==> config.mk <==
export PLATFORM = sky130hd
export DESIGN_NAME = conv_feature_map_streamer_flat
export DESIGN_NICKNAME = d
export VERILOG_FILES = /design/src/rtl/conv_feature_map_streamer_if.sv /design/src/rtl/conv_feature_map_streamer.sv /design/src/flat_wrapper.sv
export SDC_FILE = /design/constraint.sdc
export NUM_CORES = 1
export LEC_CHECK = 0
export CAP_MARGIN = 20
export CORE_ASPECT_RATIO = 0.5
export CORE_MARGIN = 3
export CORE_UTILIZATION = 45
export DETAILED_ROUTE_END_ITERATION = 10
export PLACE_DENSITY = 0.8
export SETUP_SLACK_MARGIN = 0.1
export SYNTH_ARGS = -nofsm -noshare
export SYNTH_HDL_FRONTEND = slang
export SYNTH_SLANG_ARGS = --single-unit
==> constraint.sdc <==
create_clock -name clk -period 4.52 [get_ports clk]
set_clock_uncertainty 0.05 [all_clocks]
set_input_delay 0.904 -clock clk [delete_from_list [all_inputs] [get_ports clk]]
set_output_delay 0.904 -clock clk [all_outputs]
set_load 0.01 [all_outputs]
==> src/rtl/conv_feature_map_streamer_if.sv <==
// Pixel-stream bus between the feature-map streamer, its plane RAMs and the
// downstream 3-channel conv. The master side is the streamer itself.
interface conv_feature_map_streamer_if #(
   parameter int Datawidth  = 16,
   parameter int Addr_Width = 8
);
   logic                  start;
   logic                  stall;
   logic                  rd_en;
   logic [Addr_Width-1:0] rd_addr;
   logic [Datawidth-1:0]  rd_data_0;
   logic [Datawidth-1:0]  rd_data_1;
   logic [Datawidth-1:0]  rd_data_2;
   logic [Datawidth-1:0]  Out_0;
   logic [Datawidth-1:0]  Out_1;
   logic [Datawidth-1:0]  Out_2;
   logic                  valid_out;
   logic                  busy;
   logic                  done;

   modport master (
      input  start, stall, rd_data_0, rd_data_1, rd_data_2,
      output rd_en, rd_addr, Out_0, Out_1, Out_2, valid_out, busy, done
   );

   modport slave (
      output start, stall, rd_data_0, rd_data_1, rd_data_2,
      input  rd_en, rd_addr, Out_0, Out_1, Out_2, valid_out, busy, done
   );
endinterface

==> src/rtl/conv_feature_map_streamer.sv <==
// Reads a 3-channel feature map from three synchronous plane RAMs and streams
// it in raster order, optionally framed by Pad rows/columns of zeros.
module conv_feature_map_streamer #(
   parameter int IMG_Width  = 7,
   parameter int IMG_Height = 7,
   parameter int Datawidth  = 16,
   parameter int Pad        = 0,
   parameter int Addr_Width = 8
) (
   input logic                         clk,
   input logic                         rst,
   conv_feature_map_streamer_if.master bus
);

   localparam int FRAME_W   = IMG_Width + 2 * Pad;
   localparam int FRAME_H   = IMG_Height + 2 * Pad;
   localparam int FRAME_MAX = (FRAME_W > FRAME_H) ? FRAME_W : FRAME_H;
   // One spare bit of headroom so that (count - Pad) on a leading border
   // wraps to a value that is always larger than the map size.
   localparam int CNT_W     = $clog2(FRAME_MAX + 1) + 1;

   typedef enum logic [1:0] {IDLE, STREAM, DRAIN} state_t;

   state_t                state, state_nx;
   logic [CNT_W-1:0]      prow, pcol;
   logic [CNT_W-1:0]      row_off, col_off;
   logic                  interior, last_pos, last_col, issue;
   logic [Addr_Width-1:0] addr_q;
   logic                  s1_valid, s1_pad, s1_last;
   logic                  out_last;

   // Offsets into the unpadded map; border positions wrap to large values,
   // so a single unsigned compare per axis classifies the position.
   assign row_off  = prow - CNT_W'(Pad);
   assign col_off  = pcol - CNT_W'(Pad);
   assign interior = (row_off < CNT_W'(IMG_Height)) && (col_off < CNT_W'(IMG_Width));
   assign last_col = (pcol == CNT_W'(FRAME_W - 1));
   assign last_pos = last_col && (prow == CNT_W'(FRAME_H - 1));

   // Next-state logic and the issue strobe for the current position.
   always_comb begin
      // NOTE: every signal written here gets a default first, otherwise paths
      // that skip an assignment would infer a latch.
      state_nx = state;
      issue    = 1'b0;
      case (state)
         IDLE:    if (bus.start) state_nx = STREAM;
         STREAM: begin
            issue = ~bus.stall;
            if (issue && last_pos) state_nx = DRAIN;
         end
         DRAIN:   if (bus.done) state_nx = IDLE;
         default: state_nx = IDLE;
      endcase
   end

   // RAM read port: only interior positions read, the address otherwise holds.
   always_comb begin
      bus.rd_en   = issue && interior;
      bus.rd_addr = addr_q;
      if (bus.rd_en)
         bus.rd_addr = Addr_Width'(row_off) * Addr_Width'(IMG_Width) + Addr_Width'(col_off);
   end

   assign bus.busy = (state != IDLE);
   assign bus.done = bus.valid_out && out_last;

   // State register.
   always_ff @(posedge clk) begin
      // NOTE: sequential state uses non-blocking assignments so every register
      // samples the pre-edge values regardless of statement order.
      if (rst) state <= IDLE;
      else     state <= state_nx;
   end

   // Raster position counters over the padded frame, plus the held address.
   always_ff @(posedge clk) begin
      if (rst) begin
         prow   <= '0;
         pcol   <= '0;
         addr_q <= '0;
      end else begin
         if (bus.rd_en) addr_q <= bus.rd_addr;
         if (issue) begin
            if (last_col) begin
               pcol <= '0;
               prow <= last_pos ? '0 : prow + 1'b1;
            end else begin
               pcol <= pcol + 1'b1;
            end
         end
      end
   end

   // Stage 1: tag travelling alongside the RAM read issued last cycle.
   always_ff @(posedge clk) begin
      if (rst) begin
         s1_valid <= 1'b0;
         s1_pad   <= 1'b0;
         s1_last  <= 1'b0;
      end else begin
         s1_valid <= issue;
         s1_pad   <= ~interior;
         s1_last  <= issue && last_pos;
      end
   end

   // Stage 2: capture RAM data (or zero for border) into the output registers.
   always_ff @(posedge clk) begin
      if (rst) begin
         bus.Out_0     <= '0;
         bus.Out_1     <= '0;
         bus.Out_2     <= '0;
         bus.valid_out <= 1'b0;
         out_last      <= 1'b0;
      end else begin
         bus.valid_out <= s1_valid;
         out_last      <= s1_last;
         if (s1_valid) begin
            bus.Out_0 <= s1_pad ? Datawidth'(0) : bus.rd_data_0;
            bus.Out_1 <= s1_pad ? Datawidth'(0) : bus.rd_data_1;
            bus.Out_2 <= s1_pad ? Datawidth'(0) : bus.rd_data_2;
         end
      end
   end

endmodule
==> src/flat_wrapper.sv <==
// flat-port wrapper written by rule: the top's interface ports become plain ports
module conv_feature_map_streamer_flat 
#(
   parameter int IMG_Width  = 7,
   parameter int IMG_Height = 7,
   parameter int Datawidth  = 16,
   parameter int Pad        = 0,
   parameter int Addr_Width = 8
)
  (clk, rst, bus_start, bus_stall, bus_rd_data_0, bus_rd_data_1, bus_rd_data_2, bus_rd_en, bus_rd_addr, bus_Out_0, bus_Out_1, bus_Out_2, bus_valid_out, bus_busy, bus_done);
  conv_feature_map_streamer_if #(.Datawidth(Datawidth), .Addr_Width(Addr_Width)) bus_i ();
  input logic clk;
  input logic rst;
  input wire logic [$bits(bus_i.start)-1:0] bus_start;
  input wire logic [$bits(bus_i.stall)-1:0] bus_stall;
  input wire logic [$bits(bus_i.rd_data_0)-1:0] bus_rd_data_0;
  input wire logic [$bits(bus_i.rd_data_1)-1:0] bus_rd_data_1;
  input wire logic [$bits(bus_i.rd_data_2)-1:0] bus_rd_data_2;
  output wire logic [$bits(bus_i.rd_en)-1:0] bus_rd_en;
  output wire logic [$bits(bus_i.rd_addr)-1:0] bus_rd_addr;
  output wire logic [$bits(bus_i.Out_0)-1:0] bus_Out_0;
  output wire logic [$bits(bus_i.Out_1)-1:0] bus_Out_1;
  output wire logic [$bits(bus_i.Out_2)-1:0] bus_Out_2;
  output wire logic [$bits(bus_i.valid_out)-1:0] bus_valid_out;
  output wire logic [$bits(bus_i.busy)-1:0] bus_busy;
  output wire logic [$bits(bus_i.done)-1:0] bus_done;
  assign bus_i.start = bus_start;
  assign bus_i.stall = bus_stall;
  assign bus_i.rd_data_0 = bus_rd_data_0;
  assign bus_i.rd_data_1 = bus_rd_data_1;
  assign bus_i.rd_data_2 = bus_rd_data_2;
  assign bus_rd_en = bus_i.rd_en;
  assign bus_rd_addr = bus_i.rd_addr;
  assign bus_Out_0 = bus_i.Out_0;
  assign bus_Out_1 = bus_i.Out_1;
  assign bus_Out_2 = bus_i.Out_2;
  assign bus_valid_out = bus_i.valid_out;
  assign bus_busy = bus_i.busy;
  assign bus_done = bus_i.done;
  conv_feature_map_streamer #(.IMG_Width(IMG_Width), .IMG_Height(IMG_Height), .Datawidth(Datawidth), .Pad(Pad), .Addr_Width(Addr_Width)) u_core (.clk(clk), .rst(rst), .bus(bus_i));
endmodule
==> reports/qor.txt, run 1 <==
status: completed
share of the synthesized area in the top cell type: 44.8%
CP Launch Type: flip-flop
RSZ-0062 raised after global routing: true
initial core utilization: 49.4%
Syn Area/Cell: 8.80 µm²
number of synthesized flops with an enable pin: 0
Post-Layout Cell Count: 559
clk buf depth: 2
CP startpoint: u_core.prow[1]
GRT Overall Usage: 20.8%
Die ar.: 8160 µm²
Synth Flop Type: dfxtp_1
critical path depth: 10
number of global-route vias before repair: 2828
port buffer count: 111
Synth Warn #: 0
largest family of logic cells by synthesized area: simple AND/OR/NAND/NOR gates
Final Critical Period: 4300 ps
Post-Syn Area: 3180 µm²
slew of the pin with the lowest slew margin: 868 ps
post-synthesis mux area share: 1.06%
hold buffer count at cts: 0
xor and xnor area share after synthesis: 1.10%
min setup slack post-route: 216 ps
drt pass-1 iters: 4
Synth Area in Simple Gates: 23.6%
critical-path cell list: buf_4 > fa_1 > xor2_1 > ha_1 > fa_1 > a21o_1 > a21o_1 > a21oi_2 > o31ai_1 > clkdlybuf4s50_1
required time of the worst setup path: 3570 ps
maximum VDD drop: 0.000164 V
smallest hold slack: 423 ps
Worst Path Buf+Inv: 2
I/O pin count: 112
flop2flop setup slack: 1570 ps
Hold Path Class: reg -> reg
post-synthesis sequential area ratio: 44.8%
Antenna diodes: 0
clk slew on worst S/H paths: 50 ps
PwrDens: 325 nW/µm²
DIE HEIGHT: 65.4 µm
GPL Wtd Cong: 0.840
Setup crit end: bus_rd_addr[7]
largest net degree at the start of global routing: 51
multi-input logic area: 1630 µm²
clock latency on the worst-skew pair: 330 ps
CTS buffer count: 9
crit end category: primary output
period utilization: 95.2%
grt total ovfl: 0
Slew Viols, Final: 0
# setup viols final: 0
fmax: 232 MHz
Final nets: 539
relative slew slack: 42.1%
first-pass GRT wire length: 13.6 mm
Worst path slowest cell: fa_1
row cnt: 20
synth top area cells: dfxtp_1, nor2b_1, a21oi_1
Lkg Pwr: 1.95 nW
max-cap violation count: 0
CP peak stage delay: 550 ps
routed length per instance: 14.5 µm
most frequent cell after synthesis: dfxtp_1
Critical Path AT: 3350 ps
top cells by count, synth: dfxtp_1, a21oi_1, nor2_1, nor2b_1, clkbuf_1
Final ANT Viol Nets: 0
DP HPWL: 5.68 mm
endpoints failing hold: 0
cell taking the most area after synthesis: dfxtp_1
vias per inst: 5.04
DRC: 0
setup total negative slack: 0 ps
Tot Pwr: 1.52 mW
synthesis-to-finish area growth: 47.2%
post-place setup slack: 204 ps
Distinct cells, synth: 41
fill count: 491
Critical R2R Capture: u_core.addr_q[6]
die width: 125 µm
Compound-Gate Fraction of Synth Area: 15.8%
DR vias: 2815
worst reg-to-reg path cell count: 9
cell count after synthesis: 361
Synth Register Bits: 71
CTS tree: built
Critical R2R Launch: u_core.prow[2]
Placed Instances: 543
crit path max fanout: 7
sequential cell area: 1430 µm²
core box area: 6430 µm²
CTS Root Cell: clkbuf_16
clock sink count: 71
Post-Synth Adder-Cell Area: 9.46%
fraction of registers with async set/reset: 0%
CP Class: reg -> out
H-tree levels: 3
antenna violations before repair: 0
starting DRC count in detailed routing: 146
layout cells sized above 1: 8.28%
CP delay by family, top: adder cells
total routed wirelength: 8.12 mm
Net Count, Synth: 434
[placed cells by master (no fill, tap or decap), types with 4 or more instances in the layout]
cell               n
clkdlybuf4s50_1  108
dfxtp_1           68
a21oi_1           58
nor2_1            55
nor2b_1           52
ha_1              16
inv_1             12
nand2_1            9
clkbuf_16          9
o21ai_0            5
fa_1               5
buf_4              5
a211oi_1           4
a211o_1            4
a21o_1             4
nand3b_1           4
[worst register-to-register path, stage by stage, from the launching register on]
cell	delay [ps]
dfxtp_2	390
inv_2	90
fa_1	480
fa_1	520
inv_1	40
ha_1	350
o21a_1	170
a211oi_2	90
or4_4	500
a31oi_2	180
[stage by stage]
| step | instance area [µm²] | util (%) |
|---|---|---|
| after global placement | 4350 | 67.6 |
| final | 4670 | 72.7 |
| after global routing | 4670 | 72.7 |
| after CTS | 4660 | 72.5 |
| after detailed placement | 4350 | 67.6 |
| after floorplan | 3180 | - |
[flip-flops by register name, summed over array words and instances, names as in the netlist, 2 cells and up]
signal            count
u_core.state          2
u_core.addr_q         8
u_core.bus.Out_2     16
u_core.prow           4
u_core.bus.Out_1     16
u_core.bus.Out_0     16
u_core.pcol           4
[routing by layer]
layer	up-vias	track usage (%)	wire length, µm
met1	1315	23.0	3330
met3	16	6.49	418
met2	73	37.6	4170
met5	-	0	0
li1	1411	-	-
met4	0	9.02	193
[area by class of cell]
class                   instances  area share [%]
inverters                      14            1.12
clock buffers                  10            4.90
well taps                      88            2.36
repair buffers                116            24.4
clock inverters                 6            1.82
multi-input cells             254            34.9
flip-flops and latches         71            30.5
[how the worst min path moves through the flow]
| stage | start | end | slack [ps] | cells past startpoint |
|---|---|---|---|---|
| after floorplan | u_core.s1_last | u_core.out_last | 360 | 1 |
| after global placement | u_core.s1_last | u_core.out_last | 370 | 1 |
| after detailed placement | u_core.s1_last | u_core.out_last | 390 | 1 |
| after CTS | u_core.bus.Out_0[14] | u_core.bus.Out_0[14] | 430 | 2 |
| after global routing | u_core.s1_last | u_core.out_last | 430 | 1 |
| final | u_core.s1_last | u_core.out_last | 420 | 1 |
[cells by family (layout without fill, tap and decap cells)]
group,Yosys count,after routing
buffers and inverters,36,146
and+or+nand+nor,140,140
DFF,71,71
muxes,3,3
AOI/OAI and AO/OA,86,86
xor gates and xnor gates,4,4
adders and majority gates,21,21
[power breakdown]
part / internal (mW) / total [mW] / switching (mW)
registers: 0.640 / 0.649 / 0.00825
clock network: 0.480 / 0.734 / 0.253
logic: 0.0807 / 0.138 / 0.0570
[timing repair]
action,4_1_cts,5_1_grt
setup buffers,0,0
setup endpoints to repair,4,2
gates resized for setup,6,2
No activity file was read; power rests on OpenSTA's default activity.
==> inputs of run 2 (changes only) <==
--- a/config.mk
+++ b/config.mk
@@ -6,12 +6,13 @@
 export NUM_CORES = 1
 export LEC_CHECK = 0
 export CAP_MARGIN = 20
-export CORE_ASPECT_RATIO = 0.5
+export CORE_ASPECT_RATIO = 1.75
 export CORE_MARGIN = 3
 export CORE_UTILIZATION = 45
 export DETAILED_ROUTE_END_ITERATION = 10
 export PLACE_DENSITY = 0.8
 export SETUP_SLACK_MARGIN = 0.1
+export SKIP_CTS_REPAIR_TIMING = 1
 export SYNTH_ARGS = -nofsm -noshare
 export SYNTH_HDL_FRONTEND = slang
 export SYNTH_SLANG_ARGS = --single-unit
==> reports/qor.txt, run 2 (synthesis gave the netlist of run 1 again) <==
GRT Overall Usage: 20.6% (-0.24 points)
total routed wirelength: 8.07 mm (-0.64%)
synthesis-to-finish area growth: 46.2%
port buffer count: 111 (unchanged)
clk buf depth: 2 (unchanged)
PwrDens: 310 nW/µm² (-4.8%)
largest net degree at the start of global routing: 52 (+2.0%)
routed length per instance: 14.6 µm (+0.80%)
Hold Path Class: reg -> reg
min setup slack post-route: 298 ps (+81.6 ps)
status: completed
RSZ-0062 raised after global routing: false
core box area: 6690 µm² (+3.9%)
endpoints failing hold: 0 (unchanged)
WHS Endpoint: u_core.out_last
initial core utilization: 47.5% (-1.9 points)
first-pass GRT wire length: 13.4 mm (-1.8%)
relative slew slack: 30.6% (-12 points)
required time of the worst setup path: 3570 ps (about the same)
Worst path slowest cell: fa_1
Worst Path Buf+Inv: 2 (unchanged)
vias per inst: 5.06 (+0.48%)
crit path max fanout: 7 (unchanged)
worst reg-to-reg path cell count: 9 (unchanged)
maximum VDD drop: 0.000186 V (+14%)
highest-count cells in the layout ignoring fill and taps: clkdlybuf4s50_1, dfxtp_1, a21oi_1
max-cap violation count: 0 (unchanged)
min-delay src: u_core.s1_last
CP Class: reg -> out
critical-path cell list: buf_4 > fa_1 > xor2_1 > ha_1 > ha_1 > a211o_1 > a211o_1 > nand2_1 > clkdlybuf4s50_1
CP peak stage delay: 550 ps (about the same)
GPL Wtd Cong: 0.817 (-2.8%)
DIE HEIGHT: 117 µm (+79%)
antenna violations before repair: 0 (unchanged)
setup total negative slack: 0 ps (unchanged)
row cnt: 39 (+95%)
Critical Path AT: 3270 ps (-80 ps)
sequential cell area: 1430 µm² (about the same)
Final nets: 537 (-0.37%)
DRC: 0 (unchanged)
Critical R2R Capture: u_core.addr_q[6]
critical path depth: 9 (-1)
Post-Layout Cell Count: 551 (-1.4%)
commonest non-fill, non-tap cell in the layout: clkdlybuf4s50_1
Critical R2R Launch: u_core.prow[2]
slew of the pin with the lowest slew margin: 1040 ps (+171 ps)
post-place instance area: 4330 µm² (-0.37%)
clk slew on worst S/H paths: 50 ps (about the same)
Largest regs: u_core.bus.Out_0 x16, u_core.bus.Out_1 x16, u_core.bus.Out_2 x16
I/O pin count: 112 (unchanged)
post-place setup slack: 214 ps (+9.73 ps)
Antenna diodes: 0 (unchanged)
fill count: 562 (+14%)
final instance area: 4640 µm² (-0.64%)
Die ar.: 8140 µm² (-0.27%)
Lkg Pwr: 1.98 nW (+1.1%)
DR vias: 2788 (-0.96%)
Final ANT Viol Nets: 0 (unchanged)
die width: 69.5 µm (-44%)
number of global-route vias before repair: 2896 (+2.4%)
# setup viols final: 0 (unchanged)
Tot Pwr: 1.44 mW (-5.4%)
H-tree levels: 3 (unchanged)
clock sink count: 71 (unchanged)
multi-input logic area: 1650 µm² (+1.1%)
CTS Root Cell: clkbuf_16
clock latency on the worst-skew pair: 330 ps (about the same)
CP delay by family, top: adder cells
period utilization: 93.4% (-1.8 points)
layout cells sized above 1: 8.10% (-0.18 points)
CTS buffer count: 9 (unchanged)
flop2flop setup slack: 1660 ps (+90 ps)
WHS Path Cells: 1 (unchanged)
CTS tree: built
grt total ovfl: 0 (unchanged)
drt pass-1 iters: 4 (unchanged)
Slew Viols, Final: 0 (unchanged)
CP Launch Type: flip-flop
Placed Instances: 535 (-1.5%)
starting DRC count in detailed routing: 178 (+22%)
crit end category: primary output
fmax: 237 MHz (+1.9%)
DP HPWL: 5.72 mm (+0.57%)
Final Critical Period: 4220 ps (-81.6 ps)
[run 2: changes by cell type in the layout (fill, tap and decap cells not counted), sizes merged]
cell / delta
dlygate4sd2: -2
buf: -2
clkdlybuf4s50: -1
clkinvlp: -1
dlymetal6s2s: +3
clkbuf: +3
bufinv: -2
[run 2: layout make-up]
| type | count | share of cell area, % |
|---|---|---|
| clock buffers | 13 | 5.60 |
| clock inverters | 3 | 0.377 |
| inverters | 14 | 1.13 |
| multi-input cells | 254 | 35.5 |
| flip-flops and latches | 71 | 30.7 |
| well taps | 82 | 2.21 |
| repair buffers | 114 | 24.5 |
[run 2: where the power goes]
| group | internal, mW | switching, mW | leakage (nW) | total [mW] |
|---|---|---|---|---|
| Combinational | 0.0802 | 0.0520 | 1.26 | 0.132 |
| Clock | 0.399 | 0.254 | 0.136 | 0.653 |
| Sequential | 0.641 | 0.0126 | 0.577 | 0.653 |
| Total | 1.12 | 0.318 | 1.98 | 1.44 |
[run 2: stage by stage]
| stage | hold slack, ps | utilization, % |
|---|---|---|
| after CTS | 405 | 69.0 |
| after detailed placement | 374 | 64.8 |
| final | 407 | 69.5 |
| after global routing | 412 | 69.5 |
| after global placement | 376 | 64.8 |
| after floorplan | 364 | - |
[run 2: routing by layer]
layer | vias up | share of wire (%) | wire [µm] | GRT usage, %
li1 | 1406 | - | - | -
met1 | 1278 | 39 | 3150 | 21.9
met2 | 88 | 54 | 4360 | 38.2
met3 | 16 | 4.8 | 390 | 4.44
met4 | 0 | 2.0 | 162 | 10.0
met5 | - | 0 | 0 | 0
[run 2: worst max path at each step]
stage | end | startpoint
2_1_floorplan | bus_rd_addr[6] | u_core.prow[1]
3_3_place_gp | bus_rd_addr[6] | u_core.prow[2]
3_5_place_dp | bus_rd_addr[6] | u_core.prow[2]
4_1_cts | bus_rd_addr[6] | u_core.prow[2]
5_1_grt | bus_rd_addr[4] | u_core.prow[1]
6_report | bus_rd_addr[4] | u_core.prow[1]
[run 2: worst register-to-register path: cells and delay by family (launching register included)]
kind / cells / cell delay (ps)
AOI/OAI and AO/OA: 3 / 410
adders and majority gates: 3 / 1300
buffers and inverters: 2 / 160
DFF: 1 / 380
and+or+nand+nor: 1 / 490
